**config.mk**
```make
export PLATFORM = sky130hd
export DESIGN_NAME = tw_horizontal_tx
export DESIGN_NICKNAME = d
export VERILOG_FILES = /design/src/rtl/tw_horizontal_tx_pkg.sv /design/src/rtl/tw_horizontal_tx.sv
export SDC_FILE = /design/constraint.sdc
export NUM_CORES = 1
export LEC_CHECK = 0
export BUFFER_PORTS_ARGS = -buffer_cell sky130_fd_sc_hd__clkbuf_2
export CAP_MARGIN = 40
export CORE_MARGIN = 8
export CORE_UTILIZATION = 35
export CTS_BUF_LIST = sky130_fd_sc_hd__clkbuf_8
export DETAILED_ROUTE_END_ITERATION = 16
export HOLD_SLACK_MARGIN = 0.03
export MAX_ROUTING_LAYER = met4
export PLACE_DENSITY = 0.48
export SYNTH_ARGS = -nofsm -noshare
export SYNTH_HDL_FRONTEND = slang
export SYNTH_SLANG_ARGS = --single-unit
```
**constraint.sdc**
```tcl
create_clock -name clk -period 7 [get_ports clk]
set_input_delay 1.4 -clock clk [delete_from_list [all_inputs] [get_ports clk]]
set_output_delay 1.4 -clock clk [all_outputs]
set_load 0.005 [all_outputs]
```
**src/rtl/tw_horizontal_tx_pkg.sv**
```systemverilog
// ============================================================================
// Module : tw_horizontal_tx_pkg
// Brief  : Shared widths, ROM write codes and FSM encoding for the horizontal
//          twiddle-update interface (transmit side and ROM side).
// Rev    : 1.0
// ============================================================================
`default_nettype none

package tw_horizontal_tx_pkg;

    localparam int P_WIDTH         = 128;
    localparam int HORIZONTAL_DW   = 64;
    localparam int INIT_STORE_DATA = 4;

    localparam logic [1:0] W_IDLE = 2'd0;
    localparam logic [1:0] W_HI   = 2'd1;
    localparam logic [1:0] W_LO   = 2'd2;

    typedef enum logic [2:0] {
        ST_FILL    = 3'd0,
        ST_WAIT_EN = 3'd1,
        ST_SEND_HI = 3'd2,
        ST_SEND_LO = 3'd3,
        ST_GAP     = 3'd4
    } state_t;

endpackage

`default_nettype wire

```
**src/rtl/tw_horizontal_tx.sv**
```systemverilog
// ============================================================================
// Module : tw_horizontal_tx
// Brief  : Buffers one 4-entry twiddle group and replays it to the ROM as a
//          code-1 (upper halves) / code-2 (lower halves) burst plus idle gap.
// Rev    : 1.0
// ============================================================================
`default_nettype none

module tw_horizontal_tx
    import tw_horizontal_tx_pkg::*;
#(
    parameter int GAP_CYCLES = 2
) (
    input  logic                     clk,
    input  logic                     rst_n,
    input  logic                     i_load_valid,
    input  logic [P_WIDTH-1:0]       i_load_data,
    output logic                     o_load_ready,
    input  logic                     i_tx_en,
    output logic [HORIZONTAL_DW-1:0] o_horizontal_data_out,
    output logic [1:0]               o_rom6_w,
    output logic                     o_busy,
    output logic                     o_done
);

    localparam int              c_GW       = (GAP_CYCLES > 1) ? $clog2(GAP_CYCLES) : 1;
    localparam logic [c_GW-1:0] c_GAP_LAST = c_GW'(GAP_CYCLES - 1);

    state_t                   r_state;
    state_t                   w_state_nxt;
    logic [1:0]               r_idx;
    logic [1:0]               w_idx_nxt;
    logic [c_GW-1:0]          r_gap;
    logic [c_GW-1:0]          w_gap_nxt;
    logic                     r_ready;
    logic                     w_ready_nxt;
    logic [1:0]               r_code;
    logic [1:0]               w_code_nxt;
    logic [HORIZONTAL_DW-1:0] r_data;
    logic [HORIZONTAL_DW-1:0] w_data_nxt;
    logic                     r_busy;
    logic                     w_busy_nxt;
    logic                     r_done;
    logic                     w_done_nxt;
    logic                     w_accept;
    logic [P_WIDTH-1:0]       r_buf [INIT_STORE_DATA];

    assign w_accept = i_load_valid & r_ready;

    // Group buffer: contents are don't-care after reset, so no reset term.
    always_ff @(posedge clk) begin
        if (w_accept) begin
            r_buf[r_idx] <= i_load_data;
        end
    end

    always_comb begin
        w_state_nxt = r_state;
        w_idx_nxt   = r_idx;
        w_gap_nxt   = r_gap;
        case (r_state)
            ST_FILL: begin
                if (w_accept) begin
                    w_idx_nxt = r_idx + 2'd1;
                    if (r_idx == 2'd3) begin
                        w_state_nxt = ST_WAIT_EN;
                    end
                end
            end
            ST_WAIT_EN: begin
                if (i_tx_en) begin
                    w_state_nxt = ST_SEND_HI;
                    w_idx_nxt   = 2'd0;
                end
            end
            ST_SEND_HI: begin
                w_idx_nxt = r_idx + 2'd1;
                if (r_idx == 2'd3) begin
                    w_state_nxt = ST_SEND_LO;
                end
            end
            ST_SEND_LO: begin
                w_idx_nxt = r_idx + 2'd1;
                if (r_idx == 2'd3) begin
                    w_state_nxt = ST_GAP;
                    w_gap_nxt   = '0;
                end
            end
            ST_GAP: begin
                if (r_gap == c_GAP_LAST) begin
                    w_state_nxt = ST_FILL;
                    w_idx_nxt   = 2'd0;
                end else begin
                    w_gap_nxt = r_gap + 1'b1;
                end
            end
            default: begin
                w_state_nxt = ST_FILL;
                w_idx_nxt   = 2'd0;
            end
        endcase
    end

    // Outputs are decoded from the next state so the registered bus lines up
    // with the state it belongs to; the hi->lo index wrap is implicit.
    always_comb begin
        w_code_nxt  = W_IDLE;
        w_data_nxt  = '0;
        w_busy_nxt  = 1'b0;
        w_done_nxt  = 1'b0;
        w_ready_nxt = (w_state_nxt == ST_FILL);
        case (w_state_nxt)
            ST_SEND_HI: begin
                w_code_nxt = W_HI;
                w_data_nxt = r_buf[w_idx_nxt][P_WIDTH-1:HORIZONTAL_DW];
                w_busy_nxt = 1'b1;
            end
            ST_SEND_LO: begin
                w_code_nxt = W_LO;
                w_data_nxt = r_buf[w_idx_nxt][HORIZONTAL_DW-1:0];
                w_busy_nxt = 1'b1;
            end
            ST_GAP: begin
                w_busy_nxt = 1'b1;
                w_done_nxt = (w_gap_nxt == c_GAP_LAST);
            end
            default: begin
                w_code_nxt = W_IDLE;
            end
        endcase
    end

    always_ff @(posedge clk or negedge rst_n) begin
        if (!rst_n) begin
            r_state <= ST_FILL;
            r_idx   <= 2'd0;
            r_gap   <= '0;
            r_ready <= 1'b0;
            r_code  <= W_IDLE;
            r_data  <= '0;
            r_busy  <= 1'b0;
            r_done  <= 1'b0;
        end else begin
            r_state <= w_state_nxt;
            r_idx   <= w_idx_nxt;
            r_gap   <= w_gap_nxt;
            r_ready <= w_ready_nxt;
            r_code  <= w_code_nxt;
            r_data  <= w_data_nxt;
            r_busy  <= w_busy_nxt;
            r_done  <= w_done_nxt;
        end
    end

    assign o_load_ready          = r_ready;
    assign o_rom6_w              = r_code;
    assign o_horizontal_data_out = r_data;
    assign o_busy                = r_busy;
    assign o_done                = r_done;

endmodule

`default_nettype wire

```
==> impl_metrics.json, run 1 <==
{
  "status": "finished, final reports clean",
  "gp_congestion": 0.716,
  "portBuffers": 200,
  "finalPower_mw": 11.4,
  "reg2reg_from": "r_idx[1]$_DFF_PN0_",
  "initial_core_util_pct": 35.1,
  "critPathKind": "in -> reg",
  "syn2layout_area_growth_pct": 15.3,
  "fin_crit_sh_pct": 46.4,
  "reg2reg_slack_ns": 3.93,
  "min_from": "r_gap$_DFF_PN0_",
  "wirelength_mm": 60.5,
  "final_hold_viol_count": 0,
  "core_area_sq_um": 68100,
  "syn_area_sq_um": 23900,
  "grt_pass1_vias": 14600,
  "synth_commonest_cells": "edfxtp_1 (512), and3_1 (260), a21boi_0 (252)",
  "final_nets": 1930,
  "worstSkewPairLatency_ns": 0.69,
  "max_stage_delay_ns": 0.57,
  "place_inst": 2575,
  "cts_hold_buf": 0,
  "crit_path_end_kind": "register",
  "max-clock-path-buffers": 3,
  "cp.required_ns": 7.53,
  "yosys.area.top_type": "edfxtp_1",
  "async_reset_ff_share_pct": 12.8,
  "synth_edf_count": 512,
  "synth_ff_type": "edfxtp_1",
  "dieArea_sq_um": 77000,
  "yosys.cell_types.count": 39,
  "fin_ws_ns": 3.75,
  "cellPowerDensity_nw_per_um2": 412,
  "worst-path-max-fanout": 272,
  "rows": 96,
  "finalSetupViolations": 0,
  "cts_repair_resize_count": 0,
  "postSynthCellCount": 1625,
  "antenna_found_initial": 16,
  "grt_usage_pct": 15.8,
  "worstMarginPinSlew_ns": 1.15,
  "dieHeight_um": 277,
  "instances_no_fill": 2778,
  "grt_max_degree": 273,
  "die_x_um": 277,
  "cp_slowest_cell": "or4b_1",
  "clock-sinks": 587,
  "cts_tree": "built",
  "drt_iter0_markers": 812,
  "synth-seq-cells": 587,
  "max_freq_mhz": 308,
  "vias": 14500,
  "ys_warn_count": 0,
  "grt_remaining_overflow": 0,
  "yosysMostFrequentCell": "edfxtp_1",
  "fillers": 6373,
  "cts_root_buffer": "clkbuf_8",
  "place_ws_ns": 3.09,
  "grt_pass1_wl_mm": 91.2,
  "rsz0062_at_grt": "false",
  "htree_levels": 3,
  "postCtsSetupBuffers": 0,
  "worstPathCellList": "clkbuf_2 -> or4b_1 -> o211ai_4 -> buf_12 -> a21boi_0 -> o211ai_1 -> nand4_1",
  "ys_seq_area_share_pct": 72.1,
  "path_clk_slew_ns": 0.06,
  "dr.pass1.iters": 5,
  "synth_fp_nets": 1761,
  "drc": 0,
  "vdd_drop_max_v": 0.000849,
  "total_leakage_power_nw": 10.3,
  "viasPerCell": 5.21,
  "crit_arrival_ns": 3.78,
  "drv_slew": 0,
  "max_cap_violations": 0,
  "drive_gt1_share_pct": 19.5,
  "slew_headroom_pct": 23.3,
  "wl_per_cell_um": 21.8,
  "yosys.area.top_type_share_pct": 64.3,
  "ys_top_cells_by_area": "edfxtp_1 (64%), a21boi_0 (7.9%), dfrtp_1 (7.8%)",
  "final.min_clock_period_ns": 3.25,
  "crit_path_start": "i_tx_en",
  "synth_area_per_cell_sq_um": 14.7,
  "tns_ns": 0,
  "hold_path.class": "reg -> reg",
  "cp-start-kind": "input port",
  "io_pins": 201,
  "ant_nets": 0,
  "cts_buffers": 99,
  "skew_ns": 0.0228,
  "place_hpwl_mm": 31.8
}
==> path summary, 6_finish.rpt <==
check                      depth (start not counted)                                   to
min                                                1                     o_done$_DFF_PN0_
max reg2reg                                        7  o_horizontal_data_out[62]$_DFF_PN0_
min in group asynchronous                          1  o_horizontal_data_out[36]$_DFF_PN0_
max in group asynchronous                          2  o_horizontal_data_out[12]$_DFF_PN0_
max                                                7  o_horizontal_data_out[11]$_DFF_PN0_
min reg2reg                                        1                     o_done$_DFF_PN0_
==> cell usage in the layout (no fill, tap or decap), types with 4 or more instances in the layout <==
| master | netlist | layout |
|---|---|---|
| inv_1 | 5 | 47 |
| clkbuf_2 | 7 | 199 |
| a21boi_0 | 252 | 252 |
| clkinv_1 | 0 | 15 |
| nor2_1 | 7 | 6 |
| o21ai_0 | 78 | 78 |
| a21boi_1 | 4 | 4 |
| nand4_1 | 64 | 64 |
| diode_2 | 0 | 16 |
| buf_16 | 0 | 4 |
| clkbuf_8 | 0 | 108 |
| edfxtp_1 | 512 | 512 |
| and3_4 | 0 | 4 |
| buf_12 | 0 | 10 |
| buf_4 | 7 | 11 |
| o21ai_1 | 50 | 50 |
| a21oi_1 | 5 | 5 |
| clkinv_2 | 0 | 17 |
| dfrtp_1 | 75 | 75 |
| o211ai_1 | 128 | 128 |
| ha_1 | 4 | 4 |
| and3_1 | 260 | 256 |
==> stage by stage <==
stage | utilization [%] | hold slack (ns) | instance area, sq um
finish | 40.5 | 0.543 | 27600
global route | 40.5 | 0.535 | 27600
CTS | 40.5 | 0.511 | 27500
detailed placement | 37.7 | 0.523 | 25700
global placement | 37.5 | 0.506 | 25500
floorplan | - | 0.466 | 23900
==> cells by family (layout without fill, tap and decap cells) <==
family,count (synthesis),after routing,synth area share [%]
AND/OR/NAND/NOR,344,344,8.95
XOR/XNOR,1,1,0.0366
flip-flops,587,587,72.1
AO/OA/AOI/OAI,528,528,15.4
adder cells (fa/ha/maj),4,4,0.209
other,0,16,0
buffers and inverters,161,416,3.28
==> power breakdown <==
group | switching [mW] | internal, mW
registers | 0.150 | 4.38
clock network | 1.36 | 1.46
logic | 2.78 | 1.24
==> final cells by class <==
| cell class | count | area, sq um | share of cell area (%) |
|---|---|---|---|
| Multi-Input combinational cell | 877 | 5930 | 21.5 |
| Timing Repair Buffer | 224 | 1390 | 5.03 |
| Sequential cell | 587 | 17300 | 62.5 |
| Inverter | 5 | 20.0 | 0.0726 |
| Clock inverter | 79 | 364 | 1.32 |
| Antenna cell | 16 | 40.0 | 0.145 |
| Clock buffer | 108 | 1490 | 5.39 |
| Tap cell | 882 | 1100 | 4.00 |
==> layer usage <==
metal,global-route usage [%],up-vias,share of wire [%],routed length (um)
met5,-,-,0,0
met4,5.24,0,2.2,1340
met3,4.19,96,5.8,3540
met2,26.3,320,49,29800
met1,18.6,7277,43,25800
li1,-,6777,-,-
==> flip-flops by register name, indices dropped and copies added (netlist names) <==
signal                 flops
r_gap                      1
o_busy                     1
o_done                     1
o_load_ready               1
r_state                    3
o_rom6_w                   2
r_buf                    512
r_idx                      2
o_horizontal_data_out     64
==> worst max-delay path: cells and delay by family <==
family          cells  cell delay [ns]
simple gates        2             0.70
buf+inv             2             0.63
compound gates      3             0.66
(Power assumes the default switching activity.)
==> run 2: changes to the inputs <==
==> constraint.sdc (replaced) <==
create_clock -name clk -period 3.05 [get_ports clk]
set_input_delay 0.61 -clock clk [delete_from_list [all_inputs] [get_ports clk]]
set_output_delay 0.61 -clock clk [all_outputs]
set_load 0.005 [all_outputs]
==> run 2 against run 1 <==
  * Via count grew 0.95%
  * Core utilization increased by 1.0 points
  * Cell count up 1.7%
  * Hold slack got worse by 0.42 ns
  * First-iteration DRC count is 9.9% higher
  * Critical path type is now reg -> reg
==> impl_metrics.json, run 2 (synthesized netlist as in run 1, its figures left out) <==
{
  "status": "finished, final reports clean",
  "instances_no_fill": 2825,
  "worst-path-max-fanout": 97,
  "drt_iter0_markers": 892,
  "viasPerCell": 5.17,
  "worstMarginPinSlew_ns": 0.682,
  "core_area_sq_um": 68100,
  "slew_headroom_pct": 54.6,
  "fin_crit_sh_pct": 87.1,
  "vias": 14600,
  "hold_path.class": "in -> reg",
  "drc": 0,
  "cts_root_buffer": "clkbuf_8",
  "reg2regPathDepth": 7,
  "rsz0062_at_grt": "false",
  "cp.required_ns": 3.59,
  "skew_ns": 0.0262,
  "htree_levels": 3,
  "place_hpwl_mm": 34.8,
  "vdd_drop_max_v": 0.000854,
  "portBuffers": 200,
  "final_nets": 1972,
  "grt_max_degree": 98,
  "grt_pass1_wl_mm": 92.5,
  "die_x_um": 277,
  "max-clock-path-buffers": 3,
  "place_inst": 2612,
  "antenna_found_initial": 19,
  "final_util_pct": 41.6,
  "path_clk_slew_ns": 0.06,
  "worstSkewPairLatency_ns": 0.70,
  "layout_commonest_cell": "edfxtp_1",
  "crit_arrival_ns": 3.19,
  "gp_congestion": 0.725,
  "wirelength_mm": 61.7,
  "wl_per_cell_um": 21.8,
  "crit_path_end_kind": "register",
  "final_hold_viol_count": 0,
  "cts_buffers": 103,
  "timing.hold.ws_ns": 0.120,
  "clock-sinks": 587,
  "r2r_end": "o_horizontal_data_out[17]$_DFF_PN0_",
  "crit_end": "o_horizontal_data_out[17]$_DFF_PN0_",
  "critPathKind": "reg -> reg",
  "placedInstanceArea_sq_um": 26200,
  "fin_ws_ns": 0.393,
  "largest_reg_flops": 512,
  "crit_path_start": "r_state[0]$_DFF_PN0_",
  "syn2layout_area_growth_pct": 18.3,
  "grt_remaining_overflow": 0,
  "grt_pass1_vias": 14800,
  "max_cap_violations": 0,
  "dieHeight_um": 277,
  "dr.pass1.iters": 5,
  "final_cell_mix": "edfxtp_1 (512), and3_1 (256), a21boi_0 (252)",
  "tns_ns": 0,
  "ant_nets": 0,
  "total_leakage_power_nw": 10.7,
  "cts_tree": "built",
  "grt_usage_pct": 16.0,
  "io_pins": 201,
  "stdcell_area_sq_um": 28300,
  "finalSetupViolations": 0,
  "cp-start-kind": "register",
  "largest-register": "r_buf",
  "max_freq_mhz": 376,
  "rows": 96,
  "finalPower_mw": 27.7,
  "reg2reg_from": "r_state[0]$_DFF_PN0_",
  "reg2reg_slack_ns": 0.39,
  "cellPowerDensity_nw_per_um2": 977,
  "drv_slew": 0,
  "initial_core_util_pct": 35.1,
  "dieArea_sq_um": 77000,
  "drive_gt1_share_pct": 21.3,
  "place_ws_ns": 0.335,
  "final.min_clock_period_ns": 2.66
}
==> run 2: cell count changes in the layout (fill, tap and decap cells not counted), moves of 4 or more <==
cell	before	now
buf_12	10	35
buf_16	4	0
buf_4	11	27
clkbuf_8	108	117
clkinv_1	15	10
clkinv_2	17	10
inv_1	47	53
==> run 2: final cells by class <==
type / count / area [sq um]
Clock buffer: 117 / 1610
Timing Repair Buffer: 262 / 1910
Sequential cell: 587 / 17300
Inverter: 5 / 20.0
Fill cell: 6308 / 39800
Tap cell: 882 / 1100
Antenna cell: 18 / 45.0
Multi-Input combinational cell: 877 / 5930
Clock inverter: 77 / 429
==> run 2: report_power, final <==
group | total, mW | switching, mW | leakage [nW] | internal [mW]
sequential | 10.4 | 0.351 | 5.63 | 10.0
clock | 7.05 | 3.27 | 1.23 | 3.78
combinational | 10.2 | 6.58 | 3.82 | 3.64
total | 27.7 | 10.2 | 10.7 | 17.5
==> run 2: worst min-delay path by stage <==
| stage | from | endpoint | cells after the start |
|---|---|---|---|
| global placement | r_gap$_DFF_PN0_ | o_done$_DFF_PN0_ | 1 |
| global route | i_load_data[117] | r_buf[1][117]$_DFFE_PP_ | 1 |
| CTS | i_load_data[117] | r_buf[1][117]$_DFFE_PP_ | 1 |
| detailed placement | r_gap$_DFF_PN0_ | o_done$_DFF_PN0_ | 1 |
| floorplan | rst_n | o_busy$_DFF_PN0_ | 0 |
| finish | i_load_data[61] | r_buf[2][61]$_DFFE_PP_ | 1 |
==> run 2: critical path, cell delays in order (launching register included) <==
cell	delay, ns
dfrtp_1	0.60
or4b_1	0.58
o211ai_4	0.19
buf_12	0.36
buf_12	0.24
a21boi_0	0.10
o21ai_0	0.21
nand4_1	0.15
==> run 2: routing by layer <==
layer,up-vias,routed length [um],part of all wire [%],GRT usage [%]
li1,6855,-,-,-
met1,7351,27300,44,19.3
met2,310,29800,48,26.1
met3,92,3320,5.4,4.19
met4,0,1210,2.0,5.54
met5,-,0,0,-
==> run 2: timing repair <==
action | in CTS | in global routing
hold buffers | 1 | 0
endpoints found under the hold margin | 26 | 0
buffers inserted | 0 | 0
resized for setup | 0 | 0
endpoints found under the setup margin | 0 | 0
